File: src/rtl/regbank_arbiter.sv
// regbank_arbiter
//   Shares the single write port of the 4 x 4-bit register bank between the
//   core control FSM writeback path and a debug/loader host. Each write is a
//   req/ack handshake; simultaneous requests alternate round-robin, and the
//   debug host can lock core writes out of the grant decision.
//
// State table
//   state | meaning
//   IDLE  | waiting for a request; grant decision made here
//   WRITE | rf_we held for WR_CYCLES cycles with latched addr/data
//   ACK   | one-cycle ack pulse to the owner, then back to IDLE
//
// Ports
//   clk        : clock, rising edge
//   rst        : synchronous active-low reset
//   core_req   : core write request (FSM ena_wr)
//   core_addr  : core target register
//   core_data  : core write data
//   core_ack   : one-cycle completion pulse to the core (FSM wr_ack)
//   dbg_req    : debug write request
//   dbg_addr   : debug target register
//   dbg_data   : debug write data
//   dbg_lock   : masks core_req from grant decisions while high
//   dbg_ack    : one-cycle completion pulse to the debug host
//   rf_we      : register bank write enable
//   rf_addr    : register bank write address
//   rf_data    : register bank write data
//   busy       : high in any state other than IDLE
//   state_out  : current state encoding
//   conflicts  : saturating count of IDLE arbitration conflicts
module regbank_arbiter #(
  parameter int unsigned WR_CYCLES = 1
) (
  input  logic       clk,
  input  logic       rst,
  input  logic       core_req,
  input  logic [1:0] core_addr,
  input  logic [3:0] core_data,
  output logic       core_ack,
  input  logic       dbg_req,
  input  logic [1:0] dbg_addr,
  input  logic [3:0] dbg_data,
  input  logic       dbg_lock,
  output logic       dbg_ack,
  output logic       rf_we,
  output logic [1:0] rf_addr,
  output logic [3:0] rf_data,
  output logic       busy,
  output logic [1:0] state_out,
  output logic [3:0] conflicts
);

  typedef enum logic [1:0] {
    IDLE  = 2'd0,
    WRITE = 2'd1,
    ACK   = 2'd2
  } state_t;

  localparam logic [3:0] CNT_LOAD = 4'(WR_CYCLES);

  state_t     state_q;
  logic [3:0] cnt_q;
  logic       owner_q;       // 1 = core owns the current write, 0 = debug
  logic       last_grant_q;  // 1 = core was granted last, 0 = debug
  logic [1:0] addr_q;
  logic [3:0] data_q;
  logic [3:0] conflicts_q;

  logic creq_d;
  logic grant_d;
  logic grant_core_d;
  logic conflict_d;

  always_comb begin
    creq_d       = core_req & ~dbg_lock;
    grant_d      = creq_d | dbg_req;
    conflict_d   = creq_d & dbg_req;
    // On a conflict the core wins only if debug had the previous grant.
    grant_core_d = creq_d & (~dbg_req | ~last_grant_q);
  end

  always_ff @(posedge clk) begin
    if (!rst) begin
      state_q      <= IDLE;
      cnt_q        <= '0;
      owner_q      <= 1'b0;
      last_grant_q <= 1'b0;
      addr_q       <= '0;
      data_q       <= '0;
      conflicts_q  <= '0;
    end else begin
      case (state_q)
        IDLE: begin
          if (grant_d) begin
            owner_q <= grant_core_d;
            addr_q  <= grant_core_d ? core_addr : dbg_addr;
            data_q  <= grant_core_d ? core_data : dbg_data;
            cnt_q   <= CNT_LOAD;
            state_q <= WRITE;
            if (conflict_d && conflicts_q != 4'hF) begin
              conflicts_q <= conflicts_q + 4'd1;
            end
          end
        end
        WRITE: begin
          if (cnt_q <= 4'd1) begin
            state_q <= ACK;
          end else begin
            cnt_q <= cnt_q - 4'd1;
          end
        end
        ACK: begin
          last_grant_q <= owner_q;
          state_q      <= IDLE;
        end
        default: state_q <= IDLE;
      endcase
    end
  end

  // Every output is a decode of registered state, so nothing is combinational
  // from the request inputs.
  assign rf_we     = (state_q == WRITE);
  assign rf_addr   = addr_q;
  assign rf_data   = data_q;
  assign core_ack  = (state_q == ACK) &  owner_q;
  assign dbg_ack   = (state_q == ACK) & ~owner_q;
  assign busy      = (state_q != IDLE);
  assign state_out = state_q;
  assign conflicts = conflicts_q;

endmodule

File: config.mk
export PLATFORM = sky130hd
export DESIGN_NAME = regbank_arbiter
export DESIGN_NICKNAME = d
export VERILOG_FILES = /design/src/rtl/regbank_arbiter.sv
export SDC_FILE = /design/constraint.sdc
export NUM_CORES = 1
export LEC_CHECK = 0
export ABC_AREA = 1
export CORE_ASPECT_RATIO = 0.75
export CORE_MARGIN = 4
export CORE_UTILIZATION = 40
export DETAILED_ROUTE_END_ITERATION = 10
export HOLD_SLACK_MARGIN = 0.08
export PLACE_DENSITY = 0.8
export SYNTH_ARGS = -nofsm -noshare
export SYNTH_HDL_FRONTEND = slang
export SYNTH_SLANG_ARGS = --single-unit
File: constraint.sdc
create_clock -name clk -period 1.65 [get_ports clk]
set_clock_uncertainty 0.2 [all_clocks]
set_input_delay 0.4125 -clock clk [delete_from_list [all_inputs] [get_ports clk]]
set_output_delay 0.4125 -clock clk [all_outputs]
set_load 0.02 [all_outputs]
==> After elaboration in Yosys (flattened, before gate mapping) <==
Index checks and enable logic that the tools add are counted.
{ "op_classes": {"div": 0, "n_addsub": 2, "eq_ne": 6, "mul": 0, "magnitude_cmp": 1, "n_reduce_logical": 8, "bitwise": 11, "n_shift": 0, "muxes": 8} }
{ "ops": {"columns": ["cell", "n"], "rows": [
  ["two-way mux 4 bit", 3],
  ["one-hot mux 4 bit (2 select lines)", 1],
  ["two-way mux 2 bit", 3],
  ["AND reduction 3 bit", 2],
  ["bitwise AND 1 bit", 5],
  ["adder 4 x 1 -> 4 bit (second input constant)", 1],
  ["<= comparator 4 x 1 -> 1 bit (second input constant)", 1],
  ["inequality test 2 bit (second input constant)", 2],
  ["inequality test 4 bit (second input constant)", 1],
  ["NOT 1 bit", 4],
  ["one-hot mux 2 bit (2 select lines)", 1],
  ["AND reduction 2 bit", 2],
  ["nonzero test 2 bit", 2],
  ["subtractor 4 x 1 -> 4 bit (second input constant)", 1],
  ["== test 2 x 1 -> 1 bit (second input constant)", 1],
  ["== test 2 bit (second input constant)", 1],
  ["logical NOT 2 bit", 1],
  ["inequality test 2 x 1 -> 1 bit (second input constant)", 1],
  ["bitwise OR 1 bit", 2],
  ["logical AND 1 bit", 1]
]} }
{ "word_totals": {"input_bits": 17, "register_bits": 18, "memories": 0, "latch_bits": 0, "romBits": 0, "ram_bits": 0, "word_cells": 43} }

==> Logic depth before layout (Yosys ltp) <==
{ "depth": {"ltp_word": 5, "depth_mapped": 10, "ltp_nobuf": 10} }

==> Least setup slack after synthesis <==
No wires, ideal clock.
{ "synth_timing": {"path_type": "flip-flop to output port", "startpoint": "reg state_q[1] (netlist: state_out[1])", "endpoint": "out dbg_ack", "n_path_buf": 0, "setup_slack_ns": 0.038, "arrival_time_ns": 0.999, "path_stages_with_launch": 3, "cell_sequence": "dfxtp_1 > nand2_1 > nor2_1"} }
{ "synth_between": {"elab_chain_len": 2} }
{ "synth_lines": {"columns": ["element", "line_no", "rtl"], "rows": [
  ["start, declared", "61", "state_t state_q;"],
  ["start signal, assigned", "84", "state_q <= IDLE;"],
  ["start signal, assigned", "99", "state_q <= WRITE;"],
  ["start signal, assigned", "107", "state_q <= ACK;"],
  ["== test 2 bit", "127", "assign dbg_ack = (state_q == ACK) & ~owner_q;"],
  ["bitwise AND 1 bit", "127", null],
  ["end, declared", "44", "output logic dbg_ack,"]
]} }
No other way between the ends.

==> Worst setup path in the final report <==
{ "layout_timing": {"startpoint": "reg state_q[1] (netlist: state_out[1])", "endpoint": "out busy"} }
{ "layout_between": {"elab_chain_len": 1} }
{ "layout_lines": {"columns": ["element", "line_no", "rtl"], "rows": [
  ["nonzero test 2 bit", "128", "assign busy = (state_q != IDLE);"],
  ["end, declared", "48", "output logic busy,"]
]} }
No other way between the ends.

==> out/qor.csv <==
metric,value,unit
drt_iter0_markers,9,
die_height,50.4,um
multi_input_area,556,um2
p_switching,0.000417,W
crit_top_cell,buf_6,
ff2ff_setup_slack,120,ps
path_cells,buf_6 > nor2_4 > inv_2 > buf_6,
clock.fmax,602,MHz
hp-class,register to register,
routed-wl-met3,132,um
place_worst_setup_slack,-254,ps
syn_inst,134,
pwr-share-comb,0.365,
cts.path.max_buffers,2,
max_slew_margin,0.829,
vias_per_cell,4.60,
grt.total_usage,0.177,
wl_met2,1300,um
grt_first_pass_wirelength,4570,um
whs_endpoint,rf_addr[1]$_SDFFE_PN0P_,
ioPinCount,33,
cts_tree,done,
path_delay_family,flip-flops,
critPathArrivalTime,1050,ps
postSynthAreaPerCell,7.14,um2
post-route-util,0.655,
vdd_drop_max,0.576,mV
hold_buffers,0,
dr.max_layer_used,met4,
synth_area,957,um2
layout-drive-gt1-share,0.289,
placed_cells,214,
final_cell_mix,"nand2_1 (39), clkdlybuf4s50_1 (15), buf_4 (15)",
initial_core_util,0.418,
cts_made_buffers,3,
h-tree-depth,1,
fp.coreArea,0.00229,mm2
clock-sinks,18,
path_max_fanout,4,
totalWireLength,2550,um
synthDistinctLibCells,18,
end_kind,output port,
synthArstFlopShare,0,
cap_violations,0,
port_buffers,32,
min_path_cells,2,
rsz0062_at_grt,yes,
ys_ff_latch,18,
final_common_cell,nand2_1,
place.gp.congestion,0.782,
seqCellArea,365,um2
worstSetupPathType,register to output port,
first_pass_iters,6,
wl_met1,1100,um
swShare,0.335,
clkTransAtPathRegs,110,ps
syn_nets,154,
die-area,0.00325,mm2
synth_enable_flop_cells,0,
clock_latency,300,ps
antenna_found_initial,0,
fillCellCount,213,
cp-start-kind,register,
reg2reg_to,cnt_q[1]$_SDFFE_PN0P_,
slowest_stage,dfxtp_2,
finalCritPeriodShare,1.01,
fin_cells,221,
hold_violations,0,
clockRootBuffer,clkbuf_4,
r2r-start,cnt_q[1]$_SDFFE_PN0P_,
rows,15,
hpwlAfterDp,2030,um
ys.flop_type,dfxtp_1,
ys_seq_area_frac,0.376,
detail-route-antenna-nets,0,
status,"complete, but fails checks",
p_seq_frac,0.412,
fin_crit,1660,ps
num_vias,1016,
path_buf_inv,3,
grt_max_degree,11,
yosysWarningCount,0,
worstPathRequired,1040,ps
r2r_cells,8,
power_density,829,mW/mm2
tightest_slew,255,ps
p_int,0.000827,W
final_nets,208,
pwr-share-clk,0.223,
setup_slack,-12.1,ps
antenna_cells,0,
syn_to_final_growth,56.7,%
drv_slew,0,
grt_overflow_total,0,
grt_pass1_vias,1057,
post-route-drc-count,0,
critPathMaxStageDelay,360,ps
setup_violations,2,
leakagePower,0.747,nW
wl_per_cell,11.5,um
min_from,rf_addr[1]$_SDFFE_PN0P_,
die_w,64.5,um
violations,negative setup slack,
## cell type report
cell class              count  share of cell area
clock buffers               4              0.0242
inverters                  15              0.0375
repair buffers             49               0.296
well taps                  34              0.0284
multi-input cells         101               0.370
flip-flops and latches     18               0.244
## registers in the layout (all words and copies together) (netlist names)
name,cells
cnt_q,4
conflicts,4
rf_data,4
rf_addr,2
state_out,2
last_grant_q,1
owner_q,1
## layer usage
| layer | global-route usage | up-vias |
|---|---|---|
| met2 | 0.312 | 22 |
| met5 | 0 | - |
| met4 | 0.0316 | 0 |
| met1 | 0.211 | 466 |
| met3 | 0.0582 | 2 |
| li1 | - | 526 |
## kinds of logic (layout without fill, tap and decap cells)
family | Yosys count | after routing | synth area share
buf+inv | 15 | 68 | 0.0588
compound gates | 12 | 12 | 0.0745
flops | 18 | 18 | 0.376
xor+xnor | 1 | 1 | 0.00915
simple gates | 85 | 85 | 0.442
fa+ha+maj | 3 | 3 | 0.0392
## synthesized netlist by cell type, types with 3 or more instances
cell      n  share of area
a21oi_1   7          0.037
dfxtp_1  18           0.38
ha_1      3          0.039
inv_1    11          0.043
inv_2     4          0.016
nand2_1  41           0.16
nand2_2   5          0.033
nand2_4   3          0.035
nand3_1  11          0.058
nor2_1   15          0.059
nor2_4    4          0.047
nor3_1    3          0.016
o21ai_0   4          0.021
## timing repair
item	in CTS	in global routing
pin swaps	2	3
gates resized for setup	42	15
setup buffers	3	1
endpoints found under the setup margin	16	20
## worst max path at each step
stage / from / endpoint / slack, ps / depth (start not counted)
after global placement: dbg_lock / rf_data[1]$_SDFFE_PN0P_ / -230 / 8
after CTS: state_out[0]$_SDFFE_PN0P_ / busy / -110 / 5
after global routing: state_out[1]$_SDFFE_PN0P_ / busy / -70 / 4
after detailed placement: dbg_lock / rf_data[1]$_SDFFE_PN0P_ / -250 / 8
after floorplan: state_out[1]$_SDFFE_PN0P_ / dbg_ack / 40 / 2
final: state_out[1]$_SDFFE_PN0P_ / busy / -10 / 4
## worst reg2reg max path, cell delays in order (launching register included)
cell	delay (ps)
dfxtp_1	370
inv_1	80
ha_1	210
inv_1	60
nand2_1	40
nand2_1	110
nand2_4	90
or2_1	210
a21oi_1	110
## power groups by stage
| stage | Clock [W] | Sequential, W | Combinational (W) |
|---|---|---|---|
| 3_3_place_gp | 0 | 0.000515 | 0.000431 |
| 5_1_grt | 0.000305 | 0.000520 | 0.000501 |
| 4_1_cts | 0.000284 | 0.000508 | 0.000450 |
| 2_1_floorplan | 0 | 0.000547 | 0.000213 |
| 3_5_place_dp | 0 | 0.000517 | 0.000444 |
| 6_report | 0.000277 | 0.000513 | 0.000454 |
## through the flow
step | TNS (ps) | hold WS (ps) | instance area [um2] | power (W)
2_1_floorplan | 0 | 275 | 957 | 0.000760
3_3_place_gp | -3410 | 231 | 1430 | 0.000946
3_5_place_dp | -3840 | 239 | 1430 | 0.000960
4_1_cts | -143 | 252 | 1470 | 0.00124
5_1_grt | -206 | 278 | 1500 | 0.00133
6_report | -13.0 | 247 | 1500 | 0.00124
No activity file was read; power rests on OpenSTA's default activity.
==> edit (same flow settings) <==
Make the reset (`rst`) asynchronous in one clocked block. Comments in the files are not updated.
--- a/src/rtl/regbank_arbiter.sv
+++ b/src/rtl/regbank_arbiter.sv
@@ -81,3 +81,3 @@
 
-  always_ff @(posedge clk) begin
+  always_ff @(posedge clk or negedge rst) begin
     if (!rst) begin
Formal check against the unedited RTL: differs if rst is asserted again (counterexample within 4 cycles, from zero or initial values and one cycle with rst low); with rst held inactive, the same outputs for 10 cycles.
==> edit against the original RTL <==
The run still ends with negative setup slack left. Final area decreased by 1.7%. Sequential cell count unchanged. Wire length decreased by 0.75%. Critical path depth decreased by 1. Global-route usage decreased by 1.9 points. Die area increased by 2.1%. Synthesized area increased by 2.5%. Sequential share of layout area increased by 6.3 points. Worst setup slack got worse by 0.13 ns. Critical endpoint is now rf_we. Largest cell class unchanged.
Power is not compared: it rests on default switching activity, and its combinational part moved more than twofold at a synthesized area within 25%.
==> edit: results (changes against the original RTL) <==
top cells by count, synth - nand2_1 (41), dfrtp_1 (18), inv_1 (16)
Nets - 197 (-5.3%)
Setup violations, final - 6 (+4)
worst reg2reg path depth - 7 (-1)
routed vias - 973 (-4.2%)
status - complete, but fails checks
ys async rst share - 100.0% (+100 points)
largest net degree at the start of global routing - 19 (+8)
Post-Place Cell Area - 1423 sq um (-0.18%)
critical path arrival - 1.18 ns (+0.13 ns)
initial detailed-routing violation count - 29 (+20)
M1 wire length - 1151 um (+4.3%)
Total GRT Usage - 15.72% (-1.9 points)
TNS Setup - -0.4778 ns (-0.4648 ns)
DR WL met2 - 1231 um (-5.2%)
Worst Hold Class - in -> async
post-synthesis sequential area ratio - 45.92% (+8.3 points)
Fill cells - 220 (+3.3%)
vias in the first global route - 950 (-10%)
Syn Nets - 146 (-5.2%)
Setup crit end - rf_we
routed length per instance - 12.11 um (+5.0%)
pre-CTS setup slack - -0.2472 ns (+0.007255 ns)
violated checks - negative setup slack
Synth Instances - 126 (-6.0%)
Post-Layout Cell Count - 209 (-5.4%)
reg2reg end - cnt_q[0]
share of layout cells above drive strength 1 - 23.43% (-5.4 points)
first-pass GRT wire length - 4029 um (-12%)
final setup margin - -0.1458 ns (-0.1337 ns)
GRT met3 Usage - 5.934% (+0.12 points)
Crit. Startpoint - state_out[1]
post-synth cell types - 19 (+1)
Worst R2R Start - cnt_q[0]
global-route met2 utilization - 27.23% (-3.9 points)
post-DP HPWL - 1869 um (-7.8%)
met3 wire len - 134 um (+1.5%)
Hold WS - 0.2297 ns (-0.01764 ns)
==> edit: cell types whose count changed in the layout (fill, tap and decap cells not counted), moves of 3 or more <==
cell	unedited run	this run
a21oi_1	7	0
dfxtp_2	4	0
nand3_1	11	7
o21ai_1	0	7
inv_1	11	15
nor3_1	3	0
buf_4	15	18
dfxtp_1	14	0
buf_6	6	3
dfrtp_1	0	17
nand2_2	7	3
==> edit: layout make-up <==
class | count | area (sq um) | share of cell area, %
timing repair buffer | 48 | 422.9 | 28.67
tap | 34 | 42.54 | 2.884
clock buffer | 3 | 22.52 | 1.527
inverter | 17 | 63.81 | 4.326
sequential | 18 | 451.7 | 30.62
multi-input combinational | 89 | 471.7 | 31.98
==> edit: power breakdown <==
| part | switching [mW] | internal [mW] | total (mW) |
|---|---|---|---|
| Clock | 0.134 | 0.0849 | 0.219 |
| Combinational | 0.901 | 0.706 | 1.61 |
| Sequential | 0.162 | 0.648 | 0.810 |
| Total | 1.20 | 1.44 | 2.64 |
==> edit: critical path, cell delays in order, from the launching register on <==
cell	delay, ns
dfrtp_2	0.47
buf_4	0.16
nor2_4	0.13
buf_6	0.13
==> edit: what timing repair did <==
item / in CTS / in global routing
endpoints found under the setup margin: 20 / 14
resized for setup: 41 / 16
pin swaps: 1 / 1
endpoints found under the hold margin: 0 / 0
setup buffers: 1 / 2
==> edit: cells by family (layout without fill, tap and decap cells) <==
| logic type | after synthesis | after routing | share of synthesized area (%) |
|---|---|---|---|
| fa+ha+maj | 3 | 3 | 3.827 |
| buf+inv | 19 | 68 | 8.418 |
| simple gates | 69 | 69 | 30.49 |
| compound gates | 14 | 14 | 8.673 |
| xor+xnor | 3 | 3 | 2.679 |
| flops | 18 | 18 | 45.92 |
